### src/rtl/wb_spi_ctrl_pkg.sv
// Shared definitions for the Wishbone SPI master: register offsets, STATUS bit
// positions and the shift-engine state encoding.
package wb_spi_ctrl_pkg;

  localparam logic [1:0] REG_DATA   = 2'd0;
  localparam logic [1:0] REG_STATUS = 2'd1;
  localparam logic [1:0] REG_CS     = 2'd2;
  localparam logic [1:0] REG_DIV    = 2'd3;

  localparam int STAT_BUSY = 0;
  localparam int STAT_DONE = 1;

  typedef enum logic [1:0] {
    ST_IDLE = 2'd0,
    ST_LOW  = 2'd1,
    ST_HIGH = 2'd2
  } spi_state_e;

endpackage

### src/rtl/wb_spi_ctrl_if.sv
// Classic Wishbone slave bundle for the SPI controller.
// Handshake: a request is valid while cyc & stb are high; the slave accepts it by
// raising ack for exactly one cycle, and read data is valid only while ack is high.
interface wb_spi_ctrl_if;
  logic [3:0]  wb_adr_i;
  logic [31:0] wb_dat_i;
  logic [31:0] wb_dat_o;
  logic        wb_we_i;
  logic        wb_cyc_i;
  logic        wb_stb_i;
  logic [3:0]  wb_sel_i;
  logic        wb_ack_o;

  modport slave (
    input  wb_adr_i, wb_dat_i, wb_we_i, wb_cyc_i, wb_stb_i, wb_sel_i,
    output wb_dat_o, wb_ack_o
  );

  modport master (
    output wb_adr_i, wb_dat_i, wb_we_i, wb_cyc_i, wb_stb_i, wb_sel_i,
    input  wb_dat_o, wb_ack_o
  );
endinterface

### src/rtl/wb_spi_ctrl_shift_engine.sv
// SPI mode-0 byte shifter: divider, bit counter, shift register and MISO sample flop.
// A start pulse in IDLE latches tx and div; done_pulse marks the IDLE-return edge.
module spi_shift_engine
  import wb_spi_ctrl_pkg::*;
(
  input  logic       clk,
  input  logic       rst_n,
  input  logic       start,
  input  logic [7:0] tx,
  input  logic [7:0] div,
  input  logic       miso,
  output logic       busy,
  output logic       done_pulse,
  output logic [7:0] rx,
  output logic       sck,
  output logic       mosi,
  output spi_state_e state_dbg
);

  spi_state_e state_q, state_d;
  logic [7:0] cnt_q, cnt_d;
  logic [7:0] shift_q, shift_d;
  logic [7:0] div_q, div_d;
  logic [7:0] rx_q, rx_d;
  logic [2:0] bit_q, bit_d;
  logic       sample_q, sample_d;
  logic       sck_q;
  logic       half_done;

  // The counter never passes div_q, so DIV=255 yields 256 cycles without wrapping.
  assign half_done = (cnt_q == div_q);

  always_comb begin
    state_d    = state_q;
    cnt_d      = cnt_q;
    shift_d    = shift_q;
    div_d      = div_q;
    rx_d       = rx_q;
    bit_d      = bit_q;
    sample_d   = sample_q;
    done_pulse = 1'b0;
    case (state_q)
      ST_IDLE: begin
        cnt_d = 8'd0;
        if (start) begin
          shift_d = tx;
          div_d   = div;
          bit_d   = 3'd0;
          state_d = ST_LOW;
        end
      end
      ST_LOW: begin
        if (half_done) begin
          cnt_d    = 8'd0;
          sample_d = miso;
          state_d  = ST_HIGH;
        end else begin
          cnt_d = cnt_q + 8'd1;
        end
      end
      ST_HIGH: begin
        if (half_done) begin
          cnt_d   = 8'd0;
          shift_d = {shift_q[6:0], sample_q};
          bit_d   = bit_q + 3'd1;
          if (bit_q == 3'd7) begin
            rx_d       = {shift_q[6:0], sample_q};
            done_pulse = 1'b1;
            state_d    = ST_IDLE;
          end else begin
            state_d = ST_LOW;
          end
        end else begin
          cnt_d = cnt_q + 8'd1;
        end
      end
      default: state_d = ST_IDLE;
    endcase
  end

  always_ff @(posedge clk or negedge rst_n) begin
    if (!rst_n) begin
      state_q  <= ST_IDLE;
      cnt_q    <= 8'd0;
      shift_q  <= 8'd0;
      div_q    <= 8'd0;
      rx_q     <= 8'd0;
      bit_q    <= 3'd0;
      sample_q <= 1'b0;
      sck_q    <= 1'b0;
    end else begin
      state_q  <= state_d;
      cnt_q    <= cnt_d;
      shift_q  <= shift_d;
      div_q    <= div_d;
      rx_q     <= rx_d;
      bit_q    <= bit_d;
      sample_q <= sample_d;
      sck_q    <= (state_d == ST_HIGH);
    end
  end

  assign busy      = (state_q != ST_IDLE);
  assign rx        = rx_q;
  assign sck       = sck_q;
  assign mosi      = shift_q[7];
  assign state_dbg = state_q;

endmodule

### src/rtl/wb_spi_ctrl.sv
// Wishbone register block for the SPI master: DATA/STATUS/CS/DIV decode, sticky DONE,
// chip selects, and the byte shift engine.
module wb_spi_ctrl
  import wb_spi_ctrl_pkg::*;
#(
  parameter int         NUM_CS    = 1,
  parameter logic [7:0] DIV_RESET = 8'd0
) (
  input  logic              wb_clk_i,
  input  logic              wb_rst_n_i,
  wb_spi_ctrl_if.slave      wb,
  output logic              spi_sck_o,
  output logic              spi_mosi_o,
  input  logic              spi_miso_i,
  output logic [NUM_CS-1:0] spi_cs_n_o,
  output spi_state_e        state_dbg
);

  logic [1:0]        reg_sel;
  logic              access, wr_en, rd_en, start;
  logic              busy, done_pulse, done_q;
  logic [7:0]        rx, div_q;
  logic [NUM_CS-1:0] cs_q;
  logic [31:0]       rd_data;
  logic              unused_bits;

  assign reg_sel = wb.wb_adr_i[3:2];
  assign access  = wb.wb_cyc_i & wb.wb_stb_i & ~wb.wb_ack_o;
  assign wr_en   = access & wb.wb_we_i & wb.wb_sel_i[0];
  assign rd_en   = access & ~wb.wb_we_i;
  // A DATA write while a byte is in flight is acknowledged but never reaches the engine.
  assign start   = wr_en & (reg_sel == REG_DATA) & ~busy;

  assign unused_bits = &{1'b0, wb.wb_adr_i[1:0], wb.wb_dat_i[31:8], wb.wb_sel_i[3:1]};

  always_comb begin
    rd_data = '0;
    case (reg_sel)
      REG_DATA:   rd_data[7:0] = rx;
      REG_STATUS: begin
        rd_data[STAT_BUSY] = busy;
        rd_data[STAT_DONE] = done_q;
      end
      REG_CS:     rd_data[NUM_CS-1:0] = cs_q;
      REG_DIV:    rd_data[7:0] = div_q;
      default:    rd_data = '0;
    endcase
  end

  always_ff @(posedge wb_clk_i or negedge wb_rst_n_i) begin
    if (!wb_rst_n_i) begin
      wb.wb_ack_o <= 1'b0;
      wb.wb_dat_o <= 32'd0;
      done_q      <= 1'b0;
      cs_q        <= '0;
      div_q       <= DIV_RESET;
    end else begin
      wb.wb_ack_o <= access;
      wb.wb_dat_o <= rd_en ? rd_data : 32'd0;
      if (wr_en && reg_sel == REG_CS)  cs_q  <= wb.wb_dat_i[NUM_CS-1:0];
      if (wr_en && reg_sel == REG_DIV) div_q <= wb.wb_dat_i[7:0];
      // Completion wins over a coincident DATA read so a finished byte is never missed.
      if (done_pulse)
        done_q <= 1'b1;
      else if (start || (rd_en && reg_sel == REG_DATA))
        done_q <= 1'b0;
    end
  end

  spi_shift_engine u_engine (
    .clk        (wb_clk_i),
    .rst_n      (wb_rst_n_i),
    .start      (start),
    .tx         (wb.wb_dat_i[7:0]),
    .div        (div_q),
    .miso       (spi_miso_i),
    .busy       (busy),
    .done_pulse (done_pulse),
    .rx         (rx),
    .sck        (spi_sck_o),
    .mosi       (spi_mosi_o),
    .state_dbg  (state_dbg)
  );

  assign spi_cs_n_o = ~cs_q;

endmodule
### src/flat_wrapper.sv
// flat-port wrapper written by rule: the top's interface ports become plain ports
module wb_spi_ctrl_flat import wb_spi_ctrl_pkg::*;
#(
  parameter int         NUM_CS    = 1,
  parameter logic [7:0] DIV_RESET = 8'd0
)
  (wb_clk_i, wb_rst_n_i, spi_sck_o, spi_mosi_o, spi_miso_i, spi_cs_n_o, state_dbg, wb_wb_adr_i, wb_wb_dat_i, wb_wb_we_i, wb_wb_cyc_i, wb_wb_stb_i, wb_wb_sel_i, wb_wb_dat_o, wb_wb_ack_o);
  wb_spi_ctrl_if wb_i ();
  input  logic wb_clk_i;
  input  logic wb_rst_n_i;
  output logic spi_sck_o;
  output logic spi_mosi_o;
  input  logic spi_miso_i;
  output logic [NUM_CS-1:0] spi_cs_n_o;
  output spi_state_e state_dbg;
  input wire logic [$bits(wb_i.wb_adr_i)-1:0] wb_wb_adr_i;
  input wire logic [$bits(wb_i.wb_dat_i)-1:0] wb_wb_dat_i;
  input wire logic [$bits(wb_i.wb_we_i)-1:0] wb_wb_we_i;
  input wire logic [$bits(wb_i.wb_cyc_i)-1:0] wb_wb_cyc_i;
  input wire logic [$bits(wb_i.wb_stb_i)-1:0] wb_wb_stb_i;
  input wire logic [$bits(wb_i.wb_sel_i)-1:0] wb_wb_sel_i;
  output wire logic [$bits(wb_i.wb_dat_o)-1:0] wb_wb_dat_o;
  output wire logic [$bits(wb_i.wb_ack_o)-1:0] wb_wb_ack_o;
  assign wb_i.wb_adr_i = wb_wb_adr_i;
  assign wb_i.wb_dat_i = wb_wb_dat_i;
  assign wb_i.wb_we_i = wb_wb_we_i;
  assign wb_i.wb_cyc_i = wb_wb_cyc_i;
  assign wb_i.wb_stb_i = wb_wb_stb_i;
  assign wb_i.wb_sel_i = wb_wb_sel_i;
  assign wb_wb_dat_o = wb_i.wb_dat_o;
  assign wb_wb_ack_o = wb_i.wb_ack_o;
  wb_spi_ctrl #(.NUM_CS(NUM_CS), .DIV_RESET(DIV_RESET)) u_core (.wb_clk_i(wb_clk_i), .wb_rst_n_i(wb_rst_n_i), .wb(wb_i), .spi_sck_o(spi_sck_o), .spi_mosi_o(spi_mosi_o), .spi_miso_i(spi_miso_i), .spi_cs_n_o(spi_cs_n_o), .state_dbg(state_dbg));
endmodule
### config.mk
export PLATFORM = sky130hd
export DESIGN_NAME = wb_spi_ctrl_flat
export DESIGN_NICKNAME = d
export VERILOG_FILES = /design/src/rtl/wb_spi_ctrl_pkg.sv /design/src/rtl/wb_spi_ctrl_if.sv /design/src/rtl/wb_spi_ctrl_shift_engine.sv /design/src/rtl/wb_spi_ctrl.sv /design/src/flat_wrapper.sv
export SDC_FILE = /design/constraint.sdc
export NUM_CORES = 1
export LEC_CHECK = 0
export CORE_ASPECT_RATIO = 1.4
export CORE_MARGIN = 5
export CORE_UTILIZATION = 30
export DETAILED_ROUTE_END_ITERATION = 10
export GPL_ROUTABILITY_DRIVEN = 1
export MAX_ROUTING_LAYER = met4
export SYNTH_ARGS = -nofsm -noshare
export SYNTH_HDL_FRONTEND = slang
export SYNTH_SLANG_ARGS = --single-unit
### constraint.sdc
create_clock -name wb_clk_i -period 5.43 [get_ports wb_clk_i]
set_input_delay 1.086 -clock wb_clk_i [delete_from_list [all_inputs] [get_ports wb_clk_i]]
set_output_delay 1.086 -clock wb_clk_i [all_outputs]
set_load 0.02 [all_outputs]
# Word-level counts from Yosys, hierarchy flattened
# Index checks and enable logic that the tools add are counted.
[word_totals]
in_bits = 46
reg_bits = 82
word_cells = 73
out_inout_bits = 38
[op_classes]
n_addsub = 2
reduce_logical = 15
n_mux = 22
eq_ne = 10
n_bitwise = 11
[op_table]
columns = ["op", "n"]
rows = [
  ["$mux W8", 4],
  ["$pmux W8 S2", 2],
  ["$pmux W6 S2", 1],
  ["$add A8 B1 Y8 const B", 1],
  ["$eq A2 B2 Y1 const B", 4],
  ["$eq A8 B8 Y1", 1],
  ["$reduce_bool A2 Y1", 4],
  ["$and A1 B1 Y1", 7],
  ["$mux W1", 6],
  ["$mux W2", 3],
  ["$mux W3", 2],
  ["$pmux W2 S3", 1],
  ["$pmux W3 S2", 1],
  ["$reduce_and A3 Y1", 2],
  ["$eq A2 B1 Y1 const B", 2],
  ["$logic_not A2 Y1", 2],
  ["$not A1 Y1", 4],
  ["$pmux W1 S4", 1],
  ["$reduce_and A2 Y1", 2],
  ["$add A3 B1 Y3 const B", 1],
  ["$eq A3 B3 Y1 const B", 1],
  ["$logic_and A1 B1 Y1", 3],
  ["$pmux W1 S3", 1],
  ["$ne A2 B1 Y1 const B", 1],
  ["3 further kinds", 3],
]

# Depth between registers and ports, before layout
[logic_depth]
depth_word = 9
mapped_depth = 8
ltp_nobuf = 7

# Hierarchy
# Synthesis repeated with hierarchy kept, for this count alone.
[hier_totals]
hier_cells = 247
area_unflattened_um2 = 3007.9
[modules_own_cells]
columns = ["module", "cells_per_inst", "area_per_inst_um2", "seq_area_each_um2", "instances"]
rows = [
  ["spi_shift_engine", 150, 1909.3, 975.9, 1],
  ["wb_spi_ctrl", 97, 1098.6, 475.5, 1],
]

# Least setup slack after synthesis
# No wires, ideal clock.
[synth_timing]
path_kind = "input -> register"
startpoint = "input wb_wb_adr_i[2]"
endpoint = "register u_core.u_engine.shift_q[0]"
setup_time_ps = 124
required_time_ps = 5306
path_slack_ps = 2962
path_stages = 7
n_path_buf = 1
arrival_ps = 2344
cell_sequence = "inv_1 ha_1 buf_2 nand4_1 a22oi_1 o32ai_1 a211o_1"
[synth_via]
elab_chain_len = 5
[synth_rtl]
columns = ["element", "line", "rtl"]
rows = [
  ["start: declaration", "flat_wrapper.sv:16", "input wire logic [$bits(wb_i.wb_adr_i)-1:0] wb_wb_adr_i;"],
  ["$logic_not A2 Y1", "wb_spi_ctrl.sv:32", "assign start = wr_en & (reg_sel == REG_DATA) & ~busy;"],
  ["$and A1 B1 Y1 (2 in series)", "wb_spi_ctrl.sv:32", ""],
  ["$ne A2 B1 Y1 (no line)", "-", ""],
  ["$reduce_and A3 Y1 (no line)", "-", ""],
  ["end signal: assignment", "wb_spi_ctrl_shift_engine.sv:94", "shift_q <= shift_d;"],
  ["end: declaration", "wb_spi_ctrl_shift_engine.sv:22", "logic [7:0] shift_q, shift_d;"],
]
# Every way passes these cells.
# A chain may end at the register's enable or synchronous reset.

# Final worst setup path
[layout_timing]
startpoint = "input wb_wb_adr_i[2]"
endpoint = "register u_core.u_engine.shift_q[3]"
# Same word-level chain as after synthesis.

==> results.sh <==
export IMPL_utilization_pct=36.1
export IMPL_finalCriticalPeriod_ns=3.33
export IMPL_power_density_nw_per_um2=434
export IMPL_grt_start_max_net_pins=59
export IMPL_ys_async_sr_fraction_pct=100
export IMPL_peakVddDrop_uv=204
export IMPL_cts_sinks=58
export IMPL_viasPerCell=4.87
export IMPL_dpl_instance_area_um2=3420
export IMPL_synth_distinct_cells=51
export IMPL_ys_warnings_count=0
export IMPL_core_area_um2=10200
export IMPL_min_path_type="reg2reg"
export IMPL_cp_cell_sequence="clkdlybuf4s50_1 -> inv_1 -> ha_1 -> nand4_1 -> o22ai_1 -> nand2_1 -> o32ai_1 -> a211o_1"
export IMPL_outcome="finished clean"
export IMPL_ys_flop_type="dfrtp_1"
export IMPL_final_fill_count=1035
export IMPL_die_y_um=130
export IMPL_postSynthAreaPerCell_um2=11.0
export IMPL_cts_resized=0
export IMPL_postCtsSetupBuffers=0
export IMPL_cts_tree="yes"
export IMPL_synthesis_instances=282
export IMPL_fin_crit_sh_pct=61.3
export IMPL_drt_pass1_iterations=4
export IMPL_ctsHoldBuffers=0
export IMPL_fin_tns_setup_ns=0
export IMPL_ant_nets=0
export IMPL_vias=2217
export IMPL_final_hold_violation_count=0
export IMPL_cp_start_kind="input port"
export IMPL_wl_mm=7.05
export IMPL_path_class="in2reg"
export IMPL_grt_ovfl_total=0
export IMPL_required_ns=5.69
export IMPL_rows=44
export IMPL_final_cell_area_um2=3700
export IMPL_ys_seq_area_share_pct=46.7
export IMPL_dieArea_um2=12500
export IMPL_critPathSlowestCell="o22ai_1"
export IMPL_final_nets=370
export IMPL_p_leak_nw=1.67
export IMPL_grt_pass1_wl_mm=11.4
export IMPL_final_cells=455
export IMPL_rsz0062_at_grt="false"
export IMPL_path_clk_slew_ns=0.05
export IMPL_dp_cells=439
export IMPL_htreeDepth=3
export IMPL_start_util_pct=30.3
export IMPL_critPathTopFamily="compound AO/OA/AOI/OAI gates"
export IMPL_crit_fanout=12
export IMPL_worst_path_buf_inv=2
export IMPL_grt_usage_pct=12.5
export IMPL_synth_seq_cells=58
export IMPL_whs_ns=0.485
export IMPL_insertion_delay_ns=0.33
export IMPL_cts_buffers=9
export IMPL_crit_path_end_kind="flip-flop"
export IMPL_cpPeakStageDelay_ns=0.73
export IMPL_cts_root_buffer="clkbuf_16"
export IMPL_multi_input_area_um2=1470
export IMPL_netlist_area_um2=3110
export IMPL_clockBufferDepth=2
export IMPL_slew_viol_final=0
export IMPL_die_x_um=96.0
export IMPL_setup_violations=0
export IMPL_first_global_vias=2216
export IMPL_synth_edff_count=0
export IMPL_drive_gt1_share_pct=14.5
export IMPL_worst_pin_slew_ns=0.918
export IMPL_n_antenna_cell=0
export IMPL_max_slew_margin_pct=38.8
export IMPL_fmax_mhz=301
export IMPL_skew_ns=0.00552
export IMPL_first_iter_violations=147
export IMPL_boundaryPins=84
export IMPL_drcViolationCount=0
export IMPL_cap_violations=0
export IMPL_hpwl_mm=5.16
export IMPL_post_drt_wl_per_cell_um=15.5
export IMPL_place_congestion=0.883
export IMPL_seq_area_um2=1450
export IMPL_cp_arrival_ns=3.59
export IMPL_antenna_found_initial=0
export IMPL_port_buffers=30
export IMPL_synthToLayoutAreaGrowth_pct=19.0
[cell type report]
type | count | area share [%]
Multi-Input combinational cell | 204 | 39.7
Sequential cell | 58 | 39.3
Timing Repair Buffer | 31 | 8.19
Clock buffer | 11 | 6.57
Tap cell | 138 | 4.67
Clock inverter | 5 | 0.812
Inverter | 8 | 0.812
[where the power goes]
group,total (mW),internal (mW),leakage [nW],switching (mW)
Sequential,0.591,0.515,0.781,0.0759
Combinational,0.504,0.194,0.754,0.310
Clock,0.510,0.318,0.131,0.193
Total,1.60,1.03,1.67,0.578
[per-layer routing]
metal / routed length (um) / GRT usage, % / vias up / share of wire [%]
met5: 0 / - / - / 0
met4: 305 / 6.78 / 0 / 4.3
met3: 340 / 2.86 / 21 / 4.8
met2: 3570 / 20.4 / 87 / 51
met1: 2840 / 14.1 / 1079 / 40
li1: - / - / 1030 / -
[metrics by stage]
stage	total power, mW	setup WS [ns]
2_1_floorplan	0.974	2.96
3_3_place_gp	1.09	1.85
3_5_place_dp	1.10	1.77
4_1_cts	1.62	2.11
5_1_grt	1.71	1.77
6_report	1.60	2.10
[Yosys cell counts, drive strengths merged (2+ instances only)]
| cell | n | area [um2] |
|---|---|---|
| o21ai | 8 | 40.0 |
| dfrtp | 58 | 1450 |
| a222oi | 2 | 20.0 |
| nand4 | 8 | 62.6 |
| inv | 6 | 22.5 |
| mux2 | 26 | 293 |
| o311ai | 2 | 17.5 |
| nor3 | 2 | 10.0 |
| nand2 | 22 | 82.6 |
| a211o | 6 | 52.6 |
| a21oi | 6 | 30.0 |
| o22ai | 2 | 12.5 |
| o21bai | 2 | 15.0 |
| a22oi | 13 | 97.6 |
| o32ai | 6 | 52.6 |
| or2 | 3 | 21.3 |
| buf | 30 | 225 |
| and3 | 9 | 56.3 |
| nand3 | 9 | 45.0 |
| clkinv | 2 | 7.51 |
| clkbuf | 5 | 18.8 |
| xnor2 | 9 | 101 |
| nor2 | 15 | 61.3 |
| nand2b | 3 | 18.8 |
| ha | 12 | 150 |
[kinds of logic (layout without fill, tap and decap cells)]
| family | count (synthesis) | after routing | share of synthesized area [%] |
|---|---|---|---|
| AOI/OAI and AO/OA | 55 | 55 | 13.2 |
| buffers and inverters | 43 | 55 | 8.82 |
| xor gates and xnor gates | 10 | 10 | 3.54 |
| DFF | 58 | 58 | 46.7 |
| adders and majority gates | 12 | 12 | 4.83 |
| muxes | 27 | 27 | 9.75 |
| other | 1 | 24 | 0.121 |
| and+or+nand+nor | 76 | 76 | 13.0 |
[final timing paths]
kind                                                   startpoint                                     end  slack (ns)  cells after the start
min in group asynchronous                              wb_rst_n_i    u_core.u_engine.cnt_q[5]$_DFFE_PN0P_        0.91                      2
min                             u_core.u_engine.rx[4]$_DFFE_PN0P_       u_core.u_engine.rx[4]$_DFFE_PN0P_        0.49                      1
min reg2reg                     u_core.u_engine.rx[4]$_DFFE_PN0P_       u_core.u_engine.rx[4]$_DFFE_PN0P_        0.49                      1
max reg2reg                u_core.u_engine.state_dbg[0]$_DFF_PN0_  u_core.u_engine.shift_q[3]$_DFFE_PN0P_        2.40                      7
max in group asynchronous                              wb_rst_n_i    u_core.u_engine.bit_q[1]$_DFFE_PN0P_        4.03                      2
max                                                wb_wb_adr_i[2]  u_core.u_engine.shift_q[3]$_DFFE_PN0P_        2.10                      8
[state kept, by name, summed over array words and instances (netlist names)]
| register | cells |
|---|---|
| u_core.div_q | 8 |
| u_core.u_engine.cnt_q | 8 |
| u_core.u_engine.div_q | 8 |
| u_core.u_engine.rx | 8 |
| u_core.u_engine.shift_q | 8 |
| u_core.wb.wb_dat_o | 8 |
| u_core.u_engine.bit_q | 3 |
| u_core.u_engine.state_dbg | 2 |
| u_core.cs_q | 1 |
| u_core.done_q | 1 |
| u_core.u_engine.sample_q | 1 |
| u_core.u_engine.sck | 1 |
| u_core.wb.wb_ack_o | 1 |
[cell usage in the layout, fill, tap and decap left out, types with 2 or more instances in the layout]
| cell type | instances |
|---|---|
| mux2_2 | 17 |
| mux2_1 | 9 |
| o21bai_1 | 2 |
| nand2_1 | 22 |
| o21ai_1 | 3 |
| nand4_2 | 2 |
| xnor2_1 | 6 |
| conb_1 | 24 |
| o22ai_1 | 2 |
| dfrtp_1 | 58 |
| inv_1 | 5 |
| nor2_2 | 2 |
| a21oi_1 | 6 |
| nor3_1 | 2 |
| a211o_1 | 6 |
| o311ai_1 | 2 |
| clkinvlp_4 | 2 |
| nand2b_1 | 3 |
| ha_1 | 12 |
| and3_1 | 9 |
| nand4_1 | 6 |
| xnor2_2 | 3 |
| clkinv_1 | 2 |
| clkdlybuf4s50_1 | 29 |
| a222oi_1 | 2 |
| nand3_1 | 9 |
| clkbuf_16 | 9 |
| clkinv_2 | 3 |
| o32ai_1 | 6 |
| nor2_1 | 13 |
| a22oi_1 | 13 |
| o21ai_0 | 5 |
Note: power is estimated with default switching activity, not from simulation.
